$ cat src/rtl/cpu_run_ctrl.sv
// Run controller for the multi-core CPU build: sequences per-core reset release, counts RUN cycles,
// and ends the run on all-core halt or budget expiry. Define RUN_CTRL_STAGGER_EN for one-per-cycle core release.
module cpu_run_ctrl #(
  parameter int NUM_CORES  = 1,
  parameter int RST_HOLD   = 2,
  parameter int RUN_CYCLES = 200,
  parameter int CNT_W      = 32
) (
  input  logic                 clk,
  input  logic                 rst,
  input  logic                 start,
  input  logic [NUM_CORES-1:0] halted,
  output logic [NUM_CORES-1:0] core_rst_n,
  output logic                 running,
  output logic                 done,
  output logic                 timeout,
  output logic [CNT_W-1:0]     cycle_count,
  output logic [2:0]           dbg_state
);

  localparam int HOLD_W = $clog2(RST_HOLD + 1);
  localparam logic [CNT_W-1:0] BUDGET_LAST = CNT_W'(RUN_CYCLES - 1);

  typedef enum logic [2:0] {
    S_IDLE    = 3'd0,
    S_RESET   = 3'd1,
    S_RUN     = 3'd2,
`ifdef RUN_CTRL_STAGGER_EN
    S_DONE    = 3'd3,
    S_RELEASE = 3'd4
`else
    S_DONE    = 3'd3
`endif
  } state_t;

  state_t                 r_state, w_state_nxt;
  logic [HOLD_W-1:0]      r_hold, w_hold_nxt;
  logic [NUM_CORES-1:0]   r_core_rst_n, w_rst_n_nxt;
  logic                   r_running, r_done;
  logic                   r_timeout, w_timeout_nxt;
  logic [CNT_W-1:0]       r_cnt, w_cnt_nxt;
`ifdef RUN_CTRL_STAGGER_EN
  localparam int IDX_W = $clog2(NUM_CORES + 1);
  logic [IDX_W-1:0]       r_idx, w_idx_nxt;
`endif

  always_ff @(posedge clk or negedge rst) begin
    if (!rst) begin
      r_state      <= S_IDLE;
      r_hold       <= '0;
      r_core_rst_n <= '0;
      r_running    <= 1'b0;
      r_done       <= 1'b0;
      r_timeout    <= 1'b0;
      r_cnt        <= '0;
`ifdef RUN_CTRL_STAGGER_EN
      r_idx        <= '0;
`endif
    end else begin
      r_state      <= w_state_nxt;
      r_hold       <= w_hold_nxt;
      r_core_rst_n <= w_rst_n_nxt;
      r_running    <= (w_state_nxt == S_RUN);
      r_done       <= (w_state_nxt == S_DONE);
      r_timeout    <= w_timeout_nxt;
      r_cnt        <= w_cnt_nxt;
`ifdef RUN_CTRL_STAGGER_EN
      r_idx        <= w_idx_nxt;
`endif
    end
  end

  always_comb begin
    w_state_nxt   = r_state;
    w_hold_nxt    = r_hold;
    w_rst_n_nxt   = r_core_rst_n;
    w_timeout_nxt = r_timeout;
    w_cnt_nxt     = r_cnt;
`ifdef RUN_CTRL_STAGGER_EN
    w_idx_nxt     = r_idx;
`endif
    case (r_state)
      S_IDLE: begin
        w_rst_n_nxt = '0;
        if (start) begin
          w_state_nxt = S_RESET;
          w_hold_nxt  = HOLD_W'(RST_HOLD);
        end
      end
      // Hold counter runs RST_HOLD..0, so release happens on the edge after the last held edge.
      S_RESET: begin
        w_rst_n_nxt = '0;
        if (r_hold == '0) begin
`ifdef RUN_CTRL_STAGGER_EN
          w_state_nxt = S_RELEASE;
          w_rst_n_nxt = NUM_CORES'(1);
          w_idx_nxt   = IDX_W'(1);
`else
          w_state_nxt = S_RUN;
          w_rst_n_nxt = '1;
          w_cnt_nxt   = '0;
`endif
        end else begin
          w_hold_nxt = r_hold - HOLD_W'(1);
        end
      end
`ifdef RUN_CTRL_STAGGER_EN
      S_RELEASE: begin
        if (r_idx == IDX_W'(NUM_CORES)) begin
          w_state_nxt = S_RUN;
          w_cnt_nxt   = '0;
        end else begin
          w_rst_n_nxt = r_core_rst_n | (NUM_CORES'(1) << r_idx);
          w_idx_nxt   = r_idx + IDX_W'(1);
        end
      end
`endif
      // Halt takes priority over budget expiry; the count saturates rather than wraps.
      S_RUN: begin
        if (r_cnt != '1) w_cnt_nxt = r_cnt + CNT_W'(1);
        if (&halted) begin
          w_state_nxt   = S_DONE;
          w_rst_n_nxt   = '0;
          w_timeout_nxt = 1'b0;
        end else if ((RUN_CYCLES != 0) && (r_cnt == BUDGET_LAST)) begin
          w_state_nxt   = S_DONE;
          w_rst_n_nxt   = '0;
          w_timeout_nxt = 1'b1;
        end
      end
      S_DONE: begin
        w_rst_n_nxt = '0;
        if (start) begin
          w_state_nxt   = S_RESET;
          w_hold_nxt    = HOLD_W'(RST_HOLD);
          w_timeout_nxt = 1'b0;
          w_cnt_nxt     = '0;
        end
      end
      default: begin
        w_state_nxt = S_IDLE;
        w_rst_n_nxt = '0;
      end
    endcase
  end

  assign core_rst_n  = r_core_rst_n;
  assign running     = r_running;
  assign done        = r_done;
  assign timeout     = r_timeout;
  assign cycle_count = r_cnt;
  assign dbg_state   = r_state;

endmodule

$ cat config.mk
export PLATFORM = sky130hd
export DESIGN_NAME = cpu_run_ctrl
export DESIGN_NICKNAME = d
export VERILOG_FILES = /design/src/rtl/cpu_run_ctrl.sv
export SDC_FILE = /design/constraint.sdc
export NUM_CORES = 1
export LEC_CHECK = 0
export ABC_AREA = 1
export BUFFER_PORTS_ARGS = -buffer_cell sky130_fd_sc_hd__buf_2
export CAP_MARGIN = 0
export CORE_MARGIN = 2
export CORE_UTILIZATION = 45
export DETAILED_ROUTE_END_ITERATION = 16
export GPL_ROUTABILITY_DRIVEN = 0
export GPL_TIMING_DRIVEN = 0
export PLACE_DENSITY = 0.66
export SYNTH_ARGS = -nofsm -noshare
export SYNTH_HDL_FRONTEND = slang
export SYNTH_SLANG_ARGS = --single-unit
$ cat constraint.sdc
create_clock -name clk -period 2 [get_ports clk]
set_input_delay 0.3 -clock clk [delete_from_list [all_inputs] [get_ports clk]]
set_output_delay 0.3 -clock clk [all_outputs]
set_load 0.01 [all_outputs]
==> flow_summary_export.csv, run 1 <==
group,metric,value,unit
finish,area_growth,14.6,%
pwr,power_density,1020,mW/mm^2
global_routing,grt_pass1_wl,12.7,mm
setup_path,ff2ff_setup_slack,170,ps
setup_path,setup.worst_path.class,"flip-flop to flip-flop",
die,start_util,46.4,%
placed_design,place_ws,-70.0,ps
setup_path,path_max_fanout,10,
setup_path,crit_buf_inv,3,
placed_design,io_buffers,42,
finish,fill_cells,613,
synth,synth_seq_area_share,37.3,%
clock_network,ctsHoldBuffers,0,
setup_path,reg2reg_from,"cycle_count[0]",
finish,drive_gt1_share,17.1,%
routing,ant_nets,0,
setup_path,crit_slowest_cell,"dfrtp_2",
synth,ys.warnings.count,0,
sta,finalCritPeriodShare,91.5,%
min_path,hp-class,"input pin to asynchronous set/reset pin",
sta,grt_setup_unrepaired,"false",
routing,firstDrtPassIters,5,
clock_network,clkTransAtPathRegs,80,ps
synth,ys_ff_latch,41,
routing,wl_per_cell,14.0,um
die,ioPinCount,43,
clock_network,clk_latency,300,ps
sta,worst_pin_slew,939,ps
routing,viasPerCell,5.24,
synth,syn_inst,418,
finish,mostFrequentLayoutCells,"nand2_1 (139), nor2_1 (62), inv_1 (45)",
job,drv_cap,0,
routing,drc,0,
setup_path,arrival,2030,ps
routing,vias,2844,
placed_design,hpwlAfterDp,5.82,mm
clock_network,postCtsSetupBuffers,0,
die,fp.coreArea,0.00592,mm^2
sta,clock_skew,9.16,ps
sta,setup_viol,0,
setup_path,crit_start,"cycle_count[0]",
setup_path,critPathRequiredTime,2200,ps
routing,highest_layer,"met4",
routing,wl_met1,3.42,mm
global_routing,grt_overflow,0,
routing,drt_iter0_markers,232,
status,status,"completed",
sta,fin_tns_setup,0,ps
setup_path,cp-end-kind,"flip-flop",
global_routing,antenna_found_initial,0,
sta,timing.hold.ws,138,ps
setup_path,path_cells,"ha_4 > inv_2 > nor2_4 > nand2_4 > nor2_4 > nand3_2 > nand2_4 > inv_4 > buf_6 > nand3_2 > nand2_1",
global_routing,grt_max_degree,42,
clock_network,clock_path_buffers,2,
synth,avgSynthCellArea,6.58,um^2
pwr,peakVddDrop,533,uV
finish,multiInputGateArea,0.00150,mm^2
synth,synth.area.top_cells,"dfrtp_1 (37%), nand2_1 (19%), nor2_1 (8.5%)",
synth,synth_top_area_cell,"dfrtp_1",
synth,synth_top_area_share,37.3,%
global_routing,grtUsageTotal,24.7,%
sta,fmax,0.546,GHz
sta,relSlewSlack,37.4,%
sta,drv_slew,0,
synth,ys_types,31,
routing,met2_length,3.67,mm
setup_path,timing.rr.end,"cycle_count[15]",
clock_network,cts.sinks,41,
setup_path,worstSetupEndpoint,"cycle_count[15]",
die,rows,28,
setup_path,cp.depth,11,
die,die_area,0.00675,mm^2
sta,period_needed,1830,ps
finish,layout_commonest_cell,"nand2_1",
clock_network,cts_tree,"done",
sta,setup_ws,169,ps
setup_path,worst_setup_path_start_kind,"flip-flop",
synth,syn-cell-area,0.00275,mm^2
routing,route.met3.wl,414,um
setup_path,crit_family,"simple AND/OR/NAND/NOR gates",
die,die_height,82.2,um
pwr,fin_total_pwr,3.23,mW
clock_network,root_buffer,"clkbuf_8",
global_routing,grt_pass1_vias,2694,
finish,num_antenna_cells,0,
clock_network,cts_buffers,5,
clock_network,h-tree-depth,2,
pwr,p_leak,1.46,nW
finish,nNetsFinal,473,
setup_path,slowest_delay,460,ps
setup_path,r2r_cells,11,
sta,hold_violations,0,
synth,synth_nets,424,
routing,drt_wl_total,7.60,mm
finish,seq_area,0.00103,mm^2
die,dieWidth,82.2,um
[cells in the mapped netlist]
master,number
nand2_1,139
buf_1,1
dfrtp_1,41
inv_2,2
nand3_2,2
a21oi_1,5
or2_2,1
a21oi_2,1
nor2_2,1
inv_4,1
o22ai_1,1
o21ai_1,13
clkbuf_1,2
nor3_1,4
buf_6,3
o21ai_0,17
inv_1,45
nor2_1,62
nand2_2,2
nand4_1,7
o21ai_2,9
conb_1,1
nor3_2,1
xnor2_1,1
nand3_1,44
ha_1,2
nor4_1,1
nor2_4,3
buf_4,1
xor2_1,3
nand2_4,2
[worst register-to-register path, stage by stage (launching register included)]
cell     delay [ps]
dfrtp_2         460
ha_4            210
inv_2            70
nor2_4          170
nand2_4          90
nor2_4          120
nand3_2         130
nand2_4         130
inv_4            70
buf_6           160
nand3_2          60
nand2_1          50
[timing repair]
action	4_1_cts	5_1_grt
hold endpoints to repair	0	0
endpoints found under the setup margin	20	7
resized for setup	2	1
gates cloned	0	0
pin swaps	0	0
[flip-flops by register name, indices dropped and copies added, names as in the netlist]
register     flops
cycle_count     32
dbg_state        3
r_hold           2
core_rst_n       1
done             1
running          1
timeout          1
[through the flow]
step / cell area, um^2 / cells / utilization (%)
floorplan: 2750 / 418 / -
global route: 3150 / 543 / 53.2
detailed placement: 3050 / 535 / 51.6
finish: 3150 / 543 / 53.2
global placement: 3050 / 535 / 51.6
CTS: 3140 / 543 / 53.0
[power breakdown]
group          switching, mW  internal [mW]
combinational          0.817          0.483
clock                  0.303          0.242
sequential             0.335           1.05
[area by class of cell]
cell class | count | share of cell area [%]
multi-input combinational | 322 | 47.7
inverter | 48 | 5.80
tap | 75 | 2.98
buffer | 7 | 1.67
clock buffer | 6 | 2.30
clock inverter | 2 | 0.318
sequential | 41 | 32.6
timing repair buffer | 42 | 6.67
[worst min path at each step]
stage,from,to,cells past startpoint
2_1_floorplan,rst,core_rst_n,0
4_1_cts,rst,cycle_count[12],1
3_5_place_dp,rst,cycle_count[25],1
6_report,rst,cycle_count[26],1
5_1_grt,rst,r_hold[1],1
3_3_place_gp,rst,cycle_count[25],1
[layer usage]
layer,global-route usage (%),up-vias
met4,6.33,0
met3,4.35,9
met2,42.0,101
li1,-,1425
met1,32.6,1309
met5,0,-
[kinds of logic after synthesis]
logic type               after synthesis  share of synthesized area, %
buffers and inverters                 55                          8.55
flip-flops                            41                          37.3
adder cells (fa/ha/maj)                2                         0.910
XOR/XNOR                               4                          1.27
AO/OA/AOI/OAI                         46                          9.78
other                                  1                         0.136
AND/OR/NAND/NOR                      269                          42.0
No activity file was read; power rests on OpenSTA's default activity.
==> run 2: changes to the inputs <==
--- a/config.mk
+++ b/config.mk
@@ -9,11 +9,11 @@
 export BUFFER_PORTS_ARGS = -buffer_cell sky130_fd_sc_hd__buf_2
 export CAP_MARGIN = 0
 export CORE_MARGIN = 2
-export CORE_UTILIZATION = 45
+export CORE_UTILIZATION = 50
 export DETAILED_ROUTE_END_ITERATION = 16
 export GPL_ROUTABILITY_DRIVEN = 0
 export GPL_TIMING_DRIVEN = 0
-export PLACE_DENSITY = 0.66
+export PLACE_DENSITY = 0.72
 export SYNTH_ARGS = -nofsm -noshare
 export SYNTH_HDL_FRONTEND = slang
 export SYNTH_SLANG_ARGS = --single-unit
==> run 2 against run 1 <==
Net effect:
- final cell count down 0.55%
- worst setup slack worse by 1.9 ps
- sequential share of layout area hardly changed
- clock power fell by 1%
- critical path depth stayed put
- sequential power barely moved
- routed wire length fell by 2.3%
- power shrank 0.30%
==> flow_summary_export.csv, run 2 (same netlist as run 1, synthesis figures left out) <==
group,metric,value,unit
routing,viasPerCell,5.40,
sta,worst_pin_slew,919,ps
clock_network,h-tree-depth,2,
setup_path,cp-end-kind,"flip-flop",
pwr,power_density,1020,mW/mm^2
sta,setup_viol,0,
setup_path,crit_buf_inv,3,
global_routing,grt_pass1_wl,12.5,mm
routing,wl_per_cell,13.7,um
setup_path,crit_slowest_cell,"dfrtp_1",
placed_design,numPlacedInstances,532,
global_routing,grtUsageTotal,26.1,%
placed_design,io_buffers,42,
clock_network,cts_tree,"done",
finish,final_cells,540,
status,status,"completed",
finish,area_growth,14.4,%
job,drv_cap,0,
global_routing,grt_max_degree,42,
sta,period_needed,1830,ps
die,ioPinCount,43,
finish,layout_commonest_cell,"nand2_1",
sta,drv_slew,0,
setup_path,setup.worst_path.class,"flip-flop to flip-flop",
global_routing,grt_overflow,0,
clock_network,cts.sinks,41,
finish,largest_register_ffs,32,
die,die_area,0.00611,mm^2
placed_design,hpwlAfterDp,5.69,mm
sta,relSlewSlack,38.7,%
global_routing,antenna_found_initial,0,
sta,clock_skew,4.21,ps
die,rows,27,
routing,vias,2914,
routing,firstDrtPassIters,5,
finish,mostFrequentLayoutCells,"nand2_1 (139), nor2_1 (62), inv_1 (45)",
setup_path,worst_setup_path_start_kind,"flip-flop",
die,fp.coreArea,0.00541,mm^2
sta,fmax,0.546,GHz
clock_network,root_buffer,"clkbuf_8",
finish,num_antenna_cells,0,
finish,nNetsFinal,473,
clock_network,cts_buffers,5,
setup_path,slowest_delay,450,ps
sta,hold_violations,0,
setup_path,arrival,2030,ps
sta,finalCritPeriodShare,91.6,%
clock_network,ctsHoldBuffers,0,
routing,drc,0,
pwr,peakVddDrop,685,uV
die,start_util,50.9,%
pwr,p_leak,1.46,nW
placed_design,placed_area,0.00305,mm^2
setup_path,path_max_fanout,10,
die,die_height,78.2,um
setup_path,crit_family,"simple AND/OR/NAND/NOR gates",
setup_path,critPathRequiredTime,2190,ps
clock_network,clock_path_buffers,2,
sta,grt_setup_unrepaired,"false",
finish,design_area,0.00315,mm^2
clock_network,clkTransAtPathRegs,80,ps
clock_network,clk_latency,300,ps
routing,drt_wl_total,7.42,mm
routing,ant_nets,0,
die,dieWidth,78.2,um
routing,drt_iter0_markers,259,
finish,drive_gt1_share,17.1,%
setup_path,path_cells,"ha_4 > inv_2 > nor2_4 > nand2_4 > nor2_4 > nand3_2 > nand2_4 > inv_4 > buf_6 > nand3_2 > nand2_1",
global_routing,grt_pass1_vias,2672,
min_path,hp-class,"input pin to asynchronous set/reset pin",
clock_network,postCtsSetupBuffers,0,
run 2: timing repair:
action / 4_1_cts / 5_1_grt
resized for setup: 1 / 2
cloned: 0 / 0
setup endpoints to repair: 10 / 26
endpoints found under the hold margin: 0 / 0
run 2: power breakdown:
part	total (mW)	internal [mW]	switching, mW
Sequential	1.39	1.05	0.345
Combinational	1.29	0.481	0.807
Clock	0.537	0.242	0.294
run 2: final cells by class:
cell class / instances / area [um^2]
Buffer: 7 / 52.6
Clock buffer: 6 / 72.6
Clock inverter: 2 / 10.0
Fill cell: 553 / 2260
Inverter: 48 / 183
Multi-Input combinational cell: 322 / 1500
Sequential cell: 41 / 1030
Tap cell: 72 / 90.1
Timing Repair Buffer: 42 / 210
run 2: layer usage:
metal  up-vias  GRT usage, %  wire, um
met2        98          46.5      3570
met5         -             0         0
met4         0          7.02       139
met1      1377          32.6      3290
met3        11          4.71       425
li1       1428             -         -
run 2: worst reg2reg max path: stages, from the launching register on:
cell and delay, ps:
dfrtp_1 450, ha_4 220, inv_2 70, nor2_4 170, nand2_4 90, nor2_4 120, nand3_2 130, nand2_4 130
inv_4 70, buf_6 160, nand3_2 60, nand2_1 50
run 2: final timing paths:
kind | from | endpoint | slack, ps | depth (start not counted)
worst max-delay path | cycle_count[1] | cycle_count[15] | 170 | 11
worst min-delay path | rst | cycle_count[27] | 130 | 1
worst max register to register | cycle_count[1] | cycle_count[15] | 170 | 11
worst min register to register | timeout | timeout | 540 | 2
max in group asynchronous | rst | cycle_count[0] | 1240 | 1
min in group clk | halted | core_rst_n | 300 | 4
run 2: per-stage QoR:
stage / hold slack, ps / TNS (ps) / utilization (%) / total power [mW] / setup WS [ps]
3_3_place_gp: 494 / -129 / 56.4 / 2.65 / -49.7
2_1_floorplan: 4.41 / 0 / - / 2.16 / 217
6_report: 132 / 0 / 58.2 / 3.22 / 167
5_1_grt: 221 / 0 / 58.2 / 3.46 / 7.95
3_5_place_dp: 506 / -31.8 / 56.4 / 2.68 / -30.0
4_1_cts: 183 / 0 / 58.0 / 3.22 / 38.0
